### config.mk
export PLATFORM = sky130hd
export DESIGN_NAME = wb_commit_queue
export DESIGN_NICKNAME = d
export VERILOG_FILES = /design/src/rtl/wb_commit_queue.sv
export SDC_FILE = /design/constraint.sdc
export NUM_CORES = 1
export LEC_CHECK = 0
export CAP_MARGIN = 15
export CORE_ASPECT_RATIO = 1.5
export CORE_MARGIN = 3
export CORE_UTILIZATION = 53
export DETAILED_ROUTE_END_ITERATION = 10
export PLACE_DENSITY = 0.81
export REMOVE_ABC_BUFFERS = 1
export SYNTH_ARGS = -nofsm -noshare
export SYNTH_HDL_FRONTEND = slang
export SYNTH_SLANG_ARGS = --single-unit
export TNS_END_PERCENT = 5
### constraint.sdc
create_clock -name clk -period 15 [get_ports clk]
set_input_delay 3.75 -clock clk [delete_from_list [all_inputs] [get_ports clk]]
set_output_delay 3.75 -clock clk [all_outputs]
set_load 0.005 [all_outputs]
### src/rtl/wb_commit_queue.sv
// rtl/wb_commit_queue.sv - write-back commit queue driving the register-file write port with ack handshake
// Optional feature macro: WB_RETIRE_CNT_EN enables the 64-bit retired-instruction counter.
module wb_commit_queue #(
    parameter int XLEN  = 64,
    parameter int DEPTH = 4,
    parameter int NREGS = 32,
    localparam int RA_W = $clog2(NREGS)
) (
    input  logic            clk,
    input  logic            reset,
    input  logic            flush,
    input  logic            in_valid,
    output logic            in_ready,
    input  logic [6:0]      in_opcode,
    input  logic            in_is_ecall,
    input  logic [RA_W-1:0] in_rd,
    input  logic [XLEN-1:0] in_pc,
    input  logic [XLEN-1:0] in_alu_result,
    input  logic [XLEN-1:0] in_loaded_data,
    output logic            rf_wr_en,
    output logic [RA_W-1:0] rf_wr_addr,
    output logic [XLEN-1:0] rf_wr_data,
    input  logic            rf_wr_ack,
    output logic            wb_done,
    output logic [63:0]     retire_count
);
    localparam int PW = $clog2(DEPTH);
    localparam int CW = PW + 1;

    typedef enum logic [1:0] {IDLE, WRITE, RETIRE} state_t;

    state_t          state_q, state_d;
    logic [PW-1:0]   wr_ptr_q, wr_ptr_d, rd_ptr_q, rd_ptr_d;
    logic [CW-1:0]   count_q, count_d;
    logic [XLEN-1:0] ent_data_q [DEPTH];
    logic [XLEN-1:0] ent_data_d [DEPTH];
    logic            ent_nw_q   [DEPTH];
    logic            ent_nw_d   [DEPTH];
    logic [RA_W-1:0] ent_rd_q   [DEPTH];
    logic [RA_W-1:0] ent_rd_d   [DEPTH];
    logic            wr_en_q, wr_en_d;
    logic [RA_W-1:0] wr_addr_q, wr_addr_d;
    logic [XLEN-1:0] wr_data_q, wr_data_d;
    logic            done_q, done_d;
    logic            push, pop;
    logic            new_nw;
    logic [XLEN-1:0] new_data;

    assign in_ready   = (count_q < CW'(DEPTH));
    assign rf_wr_en   = wr_en_q;
    assign rf_wr_addr = wr_addr_q;
    assign rf_wr_data = wr_data_q;
    assign wb_done    = done_q;

    // Result is chosen once at push so the head entry is ready to write without re-decoding.
    always_comb begin
        new_nw   = 1'b1;
        new_data = in_alu_result;
        case (in_opcode)
            7'b0110011, 7'b0111011, 7'b0010011,
            7'b0011011, 7'b0010111, 7'b0110111: new_data = in_alu_result;
            7'b0000011:                         new_data = in_loaded_data;
            7'b1101111, 7'b1100111:             new_data = in_pc + XLEN'(4);
            7'b1110011:                         new_nw   = in_is_ecall;
            default:                            new_nw   = 1'b0;
        endcase
        if (in_rd == '0) new_nw = 1'b0;
    end

    always_comb begin
        push       = in_valid && in_ready && !flush;
        pop        = (state_q == RETIRE);
        state_d    = state_q;
        wr_en_d    = wr_en_q;
        wr_addr_d  = wr_addr_q;
        wr_data_d  = wr_data_q;
        done_d     = 1'b0;
        ent_data_d = ent_data_q;
        ent_nw_d   = ent_nw_q;
        ent_rd_d   = ent_rd_q;
        if (push) begin
            ent_data_d[wr_ptr_q] = new_data;
            ent_nw_d[wr_ptr_q]   = new_nw;
            ent_rd_d[wr_ptr_q]   = in_rd;
        end
        case (state_q)
            IDLE: begin
                if (count_q != '0 && !flush) begin
                    if (ent_nw_q[rd_ptr_q]) begin
                        state_d   = WRITE;
                        wr_en_d   = 1'b1;
                        wr_addr_d = ent_rd_q[rd_ptr_q];
                        wr_data_d = ent_data_q[rd_ptr_q];
                    end else begin
                        state_d = RETIRE;
                        done_d  = 1'b1;
                    end
                end
            end
            WRITE: begin
                if (rf_wr_ack) begin
                    state_d = RETIRE;
                    wr_en_d = 1'b0;
                    done_d  = 1'b1;
                end
            end
            default: state_d = IDLE;
        endcase
        rd_ptr_d = rd_ptr_q + PW'(pop);
        wr_ptr_d = wr_ptr_q + PW'(push);
        count_d  = count_q + CW'(push) - CW'(pop);
        // Flush keeps only the head that is already being written or retired.
        if (flush) begin
            wr_ptr_d = rd_ptr_q + PW'(state_q != IDLE);
            count_d  = CW'(state_q == WRITE);
        end
    end

    always_ff @(posedge clk or posedge reset) begin
        if (reset) begin
            state_q   <= IDLE;
            wr_ptr_q  <= '0;
            rd_ptr_q  <= '0;
            count_q   <= '0;
            wr_en_q   <= 1'b0;
            wr_addr_q <= '0;
            wr_data_q <= '0;
            done_q    <= 1'b0;
            for (int i = 0; i < DEPTH; i++) begin
                ent_data_q[i] <= '0;
                ent_nw_q[i]   <= 1'b0;
                ent_rd_q[i]   <= '0;
            end
        end else begin
            state_q    <= state_d;
            wr_ptr_q   <= wr_ptr_d;
            rd_ptr_q   <= rd_ptr_d;
            count_q    <= count_d;
            wr_en_q    <= wr_en_d;
            wr_addr_q  <= wr_addr_d;
            wr_data_q  <= wr_data_d;
            done_q     <= done_d;
            ent_data_q <= ent_data_d;
            ent_nw_q   <= ent_nw_d;
            ent_rd_q   <= ent_rd_d;
        end
    end

`ifdef WB_RETIRE_CNT_EN
    logic [63:0] retire_cnt_q, retire_cnt_d;

    always_comb begin
        retire_cnt_d = retire_cnt_q + 64'(done_q);
    end

    always_ff @(posedge clk or posedge reset) begin
        if (reset) retire_cnt_q <= '0;
        else       retire_cnt_q <= retire_cnt_d;
    end

    assign retire_count = retire_cnt_q;
`else
    assign retire_count = '0;
`endif

endmodule

# Word-level counts from Yosys, hierarchy flattened
# Index checks and enable logic that the tools add are counted.
# classes
n_reduce_logical	15
n_addsub	6
n_bitwise	2
magnitude_cmp	4
mux	35
n_eq_ne	15
# op_table
cell	count
bitwise mux 256 bit	1
two-way mux 64 bit	3
binary-select mux 64 bit (select 2 bit)	1
demux 64 bit (select 2 bit)	1
case mux 64 bit (2 select lines)	1
adder 64 x 3 -> 64 bit, second input constant	1
equality test 7 x 5 -> 1 bit, second input constant	3
equality test 7 x 6 -> 1 bit, second input constant	3
equality test 7 bit, second input constant	3
bitwise mux 20 bit	1
two-way mux 5 bit	3
binary-select mux 5 bit (select 2 bit)	1
demux 5 bit (select 2 bit)	1
two-way mux 1 bit	10
OR reduction 9 bit	1
two-way mux 2 bit	4
equality test 7 x 2 -> 1 bit, second input constant	1
adder 2 x 1 -> 2 bit	3
>= comparator 3 bit, second input constant	2
!= test 2 bit, second input constant	3
NOT 2 -> 3 bit	2
case mux 1 bit (2 select lines)	3
logical NOT 5 bit	1
bitwise mux 4 bit	1
other kinds (19)	23
# totals
reg_bits	360
wordCells	97
out_inout_bits	136
input_bits	210

# Depth between registers and ports, before layout
# Gate-level depths: netlist of the first run.
# depth
ltp_word	7
depth_mapped	11
ltp_nobuf	10

# Least setup slack after synthesis of the first run
# No wires, ideal clock.
# synth_path
path_type	input-to-reg
startpoint	input port in_pc[2]
endpoint	register ent_data_q[58] (netlist bit)
arrival_time_ps	5654
path_buffers	0
path_slack_ps	9221
stages	7
setup_ps	125
t_required_ps	14875
path_cell_list	ha_1 nand3_1 nor3_1 nand4_4 or3_4 a31o_1 mux2_2
# synth_between
elab_chain_len	3
# synth_lines
element	line_no	rtl
start, declared	17	input logic [XLEN-1:0] in_pc,
adder 64 x 3 -> 64 bit	63	7'b1101111, 7'b1100111: new_data = in_pc + XLEN'(4);
case mux 64 bit (2 select lines)	59	case (in_opcode)
bitwise mux 256 bit	82	ent_data_d[wr_ptr_q] = new_data;
end signal, assigned	143	ent_data_q <= ent_data_d;
end, declared	35	logic [XLEN-1:0] ent_data_q [DEPTH];
# Every way passes these cells.
# A chain may end at the register's enable or synchronous reset.

# Final worst setup path of the first run
# layout_path
startpoint	input port in_pc[2]
endpoint	register ent_data_q[100] (netlist bit)
# The elaborated chain is that of the path after synthesis.

==> results of run 1 <==
==> registers in the layout, indices dropped and copies added (netlist names) <==
| register | count |
|---|---|
| ent_rd_q | 20 |
| count_q | 3 |
| wb_done | 1 |
| rf_wr_en | 1 |
| wr_ptr_q | 2 |
| ent_data_q | 256 |
| state_q | 2 |
| rf_wr_addr | 5 |
| rd_ptr_q | 2 |
| ent_nw_q | 4 |
| rf_wr_data | 64 |
==> path summary, 6_finish.rpt <==
check	startpoint	to	slack, ns	depth (start not counted)
max	in_pc[2]	ent_data_q[100]	8.50	8
min	ent_rd_q[12]	ent_rd_q[12]	0.47	2
max reg2reg	rd_ptr_q[0]	rf_wr_data[59]	11.70	5
min reg2reg	ent_rd_q[12]	ent_rd_q[12]	0.47	2
max in group asynchronous	reset	ent_data_q[72]	9.24	5
min in group asynchronous	reset	wb_done	3.74	2
==> kinds of logic after synthesis <==
| logic type | count (synthesis) | synth area share |
|---|---|---|
| buffers and inverters | 178 | 0.05143 |
| adder cells (fa/ha/maj) | 7 | 0.005304 |
| AO/OA/AOI/OAI | 353 | 0.1195 |
| XOR/XNOR | 39 | 0.01905 |
| AND/OR/NAND/NOR | 500 | 0.1296 |
| flip-flops | 360 | 0.5025 |
| other | 1 | 0.0002092 |
| multiplexers | 205 | 0.1724 |
==> final cells by class <==
type / instances / area [sq um]
Inverter: 10 / 45.04
Multi-Input combinational cell: 1168 / 8280
Antenna cell: 9 / 22.52
Tap cell: 415 / 519.2
Clock inverter: 22 / 316.6
Timing Repair Buffer: 302 / 3010
Fill cell: 2455 / 10750
Clock buffer: 44 / 982.2
Sequential cell: 360 / 9016
==> worst reg2reg max path, stage by stage, from the launching register on <==
cell and delay [ns]:
dfrtp_4 0.88, mux4_2 0.67, nand2_1 0.12, or2_4 0.33, buf_4 0.67, mux2_2 0.50
==> layer usage <==
metal	track usage	up-vias	wire, microns
met4	0.1514	4	2477
met1	0.3501	7120	19130
met5	0	-	19
li1	-	6328	-
met2	0.4909	735	26930
met3	0.04409	145	3800
==> per-stage QoR <==
step | total power, W | hold slack [ns] | area [sq um]
after global routing | 0.004223 | 0.5013 | 22190
final | 0.003999 | 0.4748 | 22190
after floorplan | 0.002519 | 0.4403 | 17280
after detailed placement | 0.003017 | 0.4600 | 20820
after global placement | 0.002934 | 0.4525 | 20820
after CTS | 0.004020 | 0.4757 | 22120
==> synth_stat cells, types with 4 or more instances <==
master | n | share of area
and3_1 | 16 | 0.0056
mux4_2 | 70 | 0.088
clkbuf_1 | 83 | 0.017
ha_1 | 6 | 0.0042
and2_1 | 4 | 0.0014
nor2_1 | 135 | 0.028
o21ai_0 | 124 | 0.035
nand4_1 | 24 | 0.0084
nand3_1 | 28 | 0.0078
o22ai_1 | 11 | 0.0038
mux2_2 | 130 | 0.082
a222oi_1 | 4 | 0.0022
o211ai_1 | 6 | 0.0025
a221oi_1 | 15 | 0.0073
nor4_1 | 19 | 0.0066
or3_1 | 5 | 0.0017
xnor2_1 | 24 | 0.012
nor3_1 | 19 | 0.0053
nand2_1 | 212 | 0.044
a31oi_1 | 44 | 0.015
buf_1 | 15 | 0.0031
dfrtp_1 | 360 | 0.50
xor2_1 | 15 | 0.0073
or2_2 | 5 | 0.0017
buf_2 | 5 | 0.0014
and4_1 | 8 | 0.0039
or4_1 | 4 | 0.0017
mux2i_1 | 5 | 0.0028
inv_1 | 10 | 0.0021
buf_4 | 64 | 0.027
a22o_1 | 22 | 0.011
a21oi_1 | 78 | 0.022
a22oi_1 | 23 | 0.0096
o21ai_1 | 6 | 0.0017
o31a_1 | 8 | 0.0039
==> power breakdown <==
group	switching (W)	internal, W	leakage [nW]	total (W)
combinational	0.000545	0.000753	4.40	0.00130
clock	0.000397	0.000593	0.635	0.000990
sequential	0.000293	0.00142	4.43	0.00171
==> reports/summary.txt, run 1 <==
Critical path endpoint category -> register
Cells after Synth -> 1643
First-pass GRT wire length -> 80920 microns
FF+latch count, synth -> 360
Final period utilization -> 0.4335
CTS tree -> built
Critical path required time -> 15.38 ns
Detailed placer's ending HPWL -> 35460 microns
Later-pin clock latency in the skew report -> 0.54 ns
Max IR drop VDD -> 0.00009951 V
Clock slew at reported path FFs -> 0.06 ns
Status -> complete, no violations
Final count of pins violating max slew -> 0
Die Span Y -> 231.3 microns
Drt total wl -> 52360 microns
Rel. slew slack -> 0.2990
Synthesized cell area -> 17930 sq um
Vias -> 14330
Crit path launch type -> input port
Pwr dens -> 180.2 nW/um^2
Final setup TNS -> 0 ns
Mean Syn Cell Area -> 10.91 sq um
Yosys warning total -> 0
Num CTS Buffers -> 36
Die ar. -> 36120 sq um
Hold Crit Class -> register to register
# rows -> 81
Routed Antenna Nets -> 0
CP Cell Sequence -> clkdlybuf4s50_1 > ha_1 > nand3_1 > nor3_2 > nand4_1 > and3_1 > nor3_1 > a21oi_1
IO Port Bufs -> 281
Asr flop ratio synth -> 1.000
CP max-delay cell -> clkdlybuf4s50_1
First-pass DRT Iterations -> 9
# DRC -> 0
NumNets Final -> 2095
Final Non-Filler Cells -> 2330
Core area -> 32940 sq um
Post-placement cell count -> 2253
Max Fclk -> 153.8 MHz
Layout cell share with drive strength beyond 1 -> 0.1642
Clock tree sinks -> 360
CP Buf/Inv Count -> 1
Drt first-iter violations -> 1071
CTS Hold Bufs -> 0
CP arrival -> 6.88 ns
Critical path class -> input port to register
Number of synthesized flops with an enable pin -> 0
Setup ws final -> 8.498 ns
# IOs -> 346
CP max stage delay -> 0.55 ns
GP Congestion -> 0.8913
Core Util, Final -> 0.6738
Tmin final -> 6.502 ns
CTS H-tree depth -> 2
Seq/Total Area, Yosys -> 0.5025
Avg WL per Cell -> 22.47 microns
Setup violations, final -> 0
Starting density of the core -> 0.5443
Vias in the first global route -> 14870
Vias per cell -> 6.151
Setup Buffers After CTS -> 0
Yosys cell types -> 60
CP delay by family, top -> simple AND/OR/NAND/NOR gates
Most common cell after layout, fill and taps aside -> dfrtp_1
Clk buf depth -> 3
Largest net degree at the start of global routing -> 119
Worst slack, placed -> 8.002 ns
Slew @ Worst Pin -> 1.048 ns
Clock Skews -> 0.01897 ns
Most used DFF post-synth -> dfrtp_1
Unrepaired setup endpoints after global routing -> no
Commonest non-fill, non-tap cells in the layout -> 358 x dfrtp_1, 281 x clkdlybuf4s50_1, 211 x nand2_1
Die X-Extent -> 156.2 microns
Leakage -> 9.468 nW
Area growth, synth to finish -> 23.78%
Max Cap Viol -> 0
Clock Tree Root -> clkbuf_16
Grt ovf -> 0
Max FO, Critical Path -> 10
Fin. Hold Viols -> 0
Initial antenna violation count -> 11
Post-CTS Resized -> 0
GRT Resource Usage Total -> 0.2870
Power figures use the tool's default switching activity.
==> run 2, diff against run 1 <==
==> constraint.sdc (replaced) <==
create_clock -name clk -period 6.8 [get_ports clk]
set_input_delay 1.7 -clock clk [delete_from_list [all_inputs] [get_ports clk]]
set_output_delay 1.7 -clock clk [all_outputs]
set_load 0.005 [all_outputs]
==> reports/summary.txt, run 2 (synthesis results as in run 1) <==
Num CTS Buffers -> 36 (unchanged)
GP Congestion -> 0.8831 (-0.92%)
Die ar. -> 36120 sq um (unchanged)
Clock share of power -> 0.235 (-0.013)
Slew @ Worst Pin -> 1.066 ns (+0.01784 ns)
Vias in the first global route -> 14700 (-1.1%)
Max IR drop VDD -> 0.0002024 V (+100%)
Comb pwr share -> 0.330 (+0.006)
First-pass GRT wire length -> 80670 microns (-0.31%)
Rel. slew slack -> 0.2871 (-0.01193)
Switch Pwr -> 0.002681 W (+120%)
Layout cell share with drive strength beyond 1 -> 0.1607 (-0.003504)
Vias -> 14350 (+0.15%)
Final count of pins violating max slew -> 0 (unchanged)
Grt met2 use -> 0.4942 (+0.003252)
# rows -> 81 (unchanged)
Clock Skews -> 0.01324 ns (-0.005737 ns)
Later-pin clock latency in the skew report -> 0.53 ns (about the same)
Area growth, synth to finish -> 23.14%
Int Pwr -> 0.005992 W (+120%)
Detailed placer's ending HPWL -> 36310 microns (+2.4%)
Commonest non-fill, non-tap cells in the layout -> 358 x dfrtp_1, 281 x clkdlybuf4s50_1, 211 x nand2_1
Die X-Extent -> 156.2 microns (unchanged)
Core area -> 32940 sq um (unchanged)
Clock tree sinks -> 360 (unchanged)
# DRC -> 0 (unchanged)
Starting density of the core -> 0.5443 (unchanged)
Status -> complete, no violations
Setup Buffers After CTS -> 0 (unchanged)
# IOs -> 346 (unchanged)
Avg WL per Cell -> 22.59 microns (+0.54%)
CP arrival -> 4.91 ns (-1.97 ns)
Routed Antenna Nets -> 0 (unchanged)
Layout fillers -> 2459 (+0.16%)
Clock slew at reported path FFs -> 0.07 ns (about the same)
Fin. Hold Viols -> 0 (unchanged)
Vias per cell -> 6.171 (+0.33%)
Overall Power -> 0.008673 W (+120%)
CTS H-tree depth -> 2 (unchanged)
Critical path required time -> 7.17 ns (-8.21 ns)
CTS Hold Bufs -> 0 (unchanged)
Clk buf depth -> 3 (unchanged)
Post-route cell area -> 22080 sq um (-0.52%)
Max reg flops -> 256 (unchanged)
Drt total wl -> 52550 microns (+0.37%)
Tmin final -> 4.534 ns
GRT Resource Usage Total -> 0.2869 (about the same)
Largest net degree at the start of global routing -> 165 (+39%)
Biggest register -> ent_data_q
Post-CTS Resized -> 0 (unchanged)
Critical path endpoint category -> register
Met1 usage -> 0.3494 (-0.0007685)
Setup violations, final -> 0 (unchanged)
Final period utilization -> 0.6668
Placed Area -> 20860 sq um (+0.23%)
Max FO, Critical Path -> 17 (+7)
Hold_ws -> 0.4761 ns (+0.001276 ns)
First-pass DRT Iterations -> 6 (-3)
Max Fclk -> 220.6 MHz
Unrepaired setup endpoints after global routing -> no
Die Span Y -> 231.3 microns (unchanged)
IO Port Bufs -> 281 (unchanged)
Initial antenna violation count -> 5 (-6)
Grt ovf -> 0 (unchanged)
Leakage -> 9.417 nW (-0.55%)
Critical path class -> input port to register
Post-placement cell count -> 2256 (+0.13%)
Drt first-iter violations -> 1206 (+13%)
Most common cell after layout, fill and taps aside -> dfrtp_1
Max Cap Viol -> 0 (unchanged)
Pwr dens -> 392.9 nW/um^2 (+120%)
Final Non-Filler Cells -> 2326 (-0.17%)
NumNets Final -> 2096 (+0.048%)
Hold Crit Class -> register to register
Clock Tree Root -> clkbuf_16
Reg power frac -> 0.435 (+0.007)
Global route hottest layer -> met2
CTS tree -> built
Sw frac -> 0.3091 (+0.0003685)
Crit path launch type -> input port
Met3 Usage GRT -> 0.04427 (+0.0001868)
==> run 2: path summary, 6_finish.rpt <==
kind	startpoint	to	slack [ns]	cells after the start
worst max-delay path	in_pc[5]	ent_data_q[243]	2.27	7
worst min-delay path	ent_rd_q[13]	ent_rd_q[13]	0.48	2
worst max register to register	rd_ptr_q[0]	rf_wr_data[26]	3.47	5
worst min register to register	ent_rd_q[13]	ent_rd_q[13]	0.48	2
max in group asynchronous	reset	ent_data_q[219]	3.95	3
min in group asynchronous	reset	ent_data_q[128]	1.60	2
==> run 2: cell type report <==
| cell class | instances | area, sq um | area share |
|---|---|---|---|
| diodes | 7 | 17.52 | 0.0007935 |
| clock buffers | 54 | 1070 | 0.04846 |
| clock inverters | 9 | 125.1 | 0.005668 |
| inverters | 10 | 45.04 | 0.002040 |
| multi-input cells | 1168 | 8280 | 0.3751 |
| flip-flops and latches | 360 | 9016 | 0.4084 |
| well taps | 415 | 519.2 | 0.02352 |
| repair buffers | 303 | 3003 | 0.1360 |
==> run 2: worst max-delay path, stage by stage <==
cell and delay, ns:
clkdlybuf4s50_1 0.60, nand4_2 0.36, nor4_4 0.67, nand4_2 0.62
o31a_1 0.51, o21ai_1 0.29, a31oi_1 0.14
==> run 2: layer usage <==
layer,vias to the layer above,part of all wire
met2,742,0.52
li1,6332,-
met1,7129,0.36
met3,151,0.072
met5,-,0
met4,0,0.048
==> run 2: power groups by stage <==
| stage | Sequential (W) | Combinational [W] | Clock [W] |
|---|---|---|---|
| after floorplan | 0.00368 | 0.00187 | 0 |
| after global placement | 0.00371 | 0.00275 | 0 |
| after detailed placement | 0.00380 | 0.00287 | 0 |
| after CTS | 0.00377 | 0.00289 | 0.00206 |
| after global routing | 0.00390 | 0.00312 | 0.00215 |
| final | 0.00378 | 0.00286 | 0.00204 |
==> run 2: stage by stage <==
step | setup slack (ns) | TNS (ns) | util
6_report | 2.266 | 0 | 0.6702
5_1_grt | 2.075 | 0 | 0.6700
4_1_cts | 2.341 | 0 | 0.6697
3_5_place_dp | 1.810 | 0 | 0.6334
3_3_place_gp | 1.973 | 0 | 0.6334
2_1_floorplan | -4.890 | -1766.40 | -
==> run 3, diff against run 2 <==
--- a/config.mk
+++ b/config.mk
@@ -8,9 +8,9 @@
 export CAP_MARGIN = 15
 export CORE_ASPECT_RATIO = 1.5
 export CORE_MARGIN = 3
-export CORE_UTILIZATION = 53
+export CORE_UTILIZATION = 48
 export DETAILED_ROUTE_END_ITERATION = 10
-export PLACE_DENSITY = 0.81
+export PLACE_DENSITY = 0.78
 export REMOVE_ABC_BUFFERS = 1
 export SYNTH_ARGS = -nofsm -noshare
 export SYNTH_HDL_FRONTEND = slang
==> constraint.sdc (replaced) <==
create_clock -name clk -period 4 [get_ports clk]
set_input_delay 1 -clock clk [delete_from_list [all_inputs] [get_ports clk]]
set_output_delay 1 -clock clk [all_outputs]
set_load 0.005 [all_outputs]
==> reports/summary.txt, run 3 (synthesis results as in run 1) <==
Unrepaired setup endpoints after global routing -> no
NumNets Final -> 2129 (+1.6%)
Largest net degree at the start of global routing -> 103 (-38%)
Critical path endpoint category -> register
Die X-Extent -> 163.8 microns (+4.9%)
Rel. slew slack -> 0.4630 (+0.1759)
Grt ovf -> 0 (unchanged)
Max reg flops -> 256 (unchanged)
GP Congestion -> 0.8970 (+1.6%)
Clk buf depth -> 3 (unchanged)
Layout cell share with drive strength beyond 1 -> 0.1731 (+0.01241)
Detailed placer's ending HPWL -> 37780 microns (+4.0%)
Core area -> 36800 sq um (+12%)
# rows -> 86 (+6.2%)
CP arrival -> 4.01 ns (-0.90 ns)
Num CTS Buffers -> 36 (unchanged)
Initial antenna violation count -> 3 (-2)
CTS Hold Bufs -> 0 (unchanged)
GRT Resource Usage Total -> 0.2650 (-0.02191)
Slew @ Worst Pin -> 0.7981 ns (-0.2675 ns)
Biggest register -> ent_data_q
R2r setup slk -> 1.41 ns (-2.06 ns)
Max Fclk -> 280.3 MHz
Drt first-iter violations -> 1090 (-9.6%)
Worst-case reg-to-reg path depth -> 5 (unchanged)
# IOs -> 346 (unchanged)
Max Cap Viol -> 0 (unchanged)
Vias in the first global route -> 14810 (+0.71%)
Crit path launch type -> input port
Cell count of the worst hold path -> 2 (unchanged)
Avg WL per Cell -> 21.91 microns (-3.0%)
Final period utilization -> 0.8920
Tmin final -> 3.568 ns
CTS H-tree depth -> 2 (unchanged)
Routed Antenna Nets -> 0 (unchanged)
First-pass GRT wire length -> 81830 microns (+1.4%)
Max IR drop VDD -> 0.0004632 V (+130%)
# DRC -> 0 (unchanged)
Vias per cell -> 5.905 (-4.3%)
Clock slew at reported path FFs -> 0.06 ns (about the same)
Setup Buffers After CTS -> 0 (unchanged)
Most common cell after layout, fill and taps aside -> dfrtp_1
Setup violations, final -> 0 (unchanged)
Fin. Hold Viols -> 0 (unchanged)
Clock Tree Root -> clkbuf_16
CTS tree -> built
Final count of pins violating max slew -> 0 (unchanged)
Leakage -> 9.602 nW (+2.0%)
Die ar. -> 39750 sq um (+10%)
Starting density of the core -> 0.4872 (-0.05713)
First-pass DRT Iterations -> 5 (-1)
Max FO, Critical Path -> 7 (-10)
Post-placement cell count -> 2358 (+4.5%)
Clock Skews -> 0.01109 ns (-0.002143 ns)
Die Span Y -> 242.7 microns (+4.9%)
Final Non-Filler Cells -> 2420 (+4.0%)
Critical path required time -> 4.44 ns (-2.73 ns)
Clock tree sinks -> 360 (unchanged)
Status -> complete, no violations
Hold Crit Class -> register to register
Area growth, synth to finish -> 25.44%
Critical path class -> input port to register
Pwr dens -> 652.1 nW/um^2 (+66%)
Post-CTS Resized -> 0 (unchanged)
Core Util, Final -> 0.6111 (-0.05909)
Later-pin clock latency in the skew report -> 0.53 ns (about the same)
IO Port Bufs -> 281 (unchanged)
Vias -> 14290 (-0.44%)
Commonest non-fill, non-tap cells in the layout -> 358 x dfrtp_1, 281 x clkdlybuf4s50_1, 211 x nand2_1
Drt total wl -> 53030 microns (+0.92%)
-- run 3: layer usage --
layer,track usage,part of all wire
met5,0,0.00064
met4,0.1133,0.042
met2,0.4606,0.51
met3,0.03944,0.073
met1,0.3268,0.37
-- run 3: layout make-up --
type / count / area (sq um)
fill: 2971 / 14310
sequential: 360 / 9016
multi-input combinational: 1168 / 8280
timing repair buffer: 336 / 3388
clock buffer: 56 / 1077
tap: 484 / 605.6
clock inverter: 5 / 75.07
inverter: 10 / 45.04
antenna: 1 / 2.502
-- run 3: where the power goes --
part | internal, W | switching (W)
logic | 0.00289 | 0.00216
registers | 0.00532 | 0.000957
clock network | 0.00197 | 0.00136
total | 0.0102 | 0.00448
-- run 3: final timing paths --
path	end	startpoint
worst max-delay path	ent_data_q[238]	in_pc[2]
worst min-delay path	ent_data_q[110]	ent_data_q[110]
worst max register to register	rf_wr_data[5]	rd_ptr_q[1]
worst min register to register	ent_data_q[110]	ent_data_q[110]
max in group asynchronous	ent_data_q[26]	reset
min in group asynchronous	wb_done	reset
-- run 3: stage by stage --
stage	hold slack, ns	area, sq um	TNS [ns]	worst slack (ns)	power, W
floorplan	0.4403	17280	-2812.57	-6.990	0.009448
global placement	0.4522	21340	0	0.03739	0.01109
detailed placement	0.4616	21340	0	0.005988	0.01142
CTS	0.4760	22490	0	0.5451	0.01480
global route	0.4944	22490	0	0.3542	0.01556
finish	0.4752	22490	0	0.4321	0.01467
-- run 3: critical path, stage by stage --
cell             delay [ns]
clkdlybuf4s50_1        0.54
ha_1                   0.26
nand3_1                0.21
buf_4                  0.23
nor4_1                 0.71
nand3_1                0.25
or4_1                  0.44
and3_1                 0.20
o21ai_0                0.15
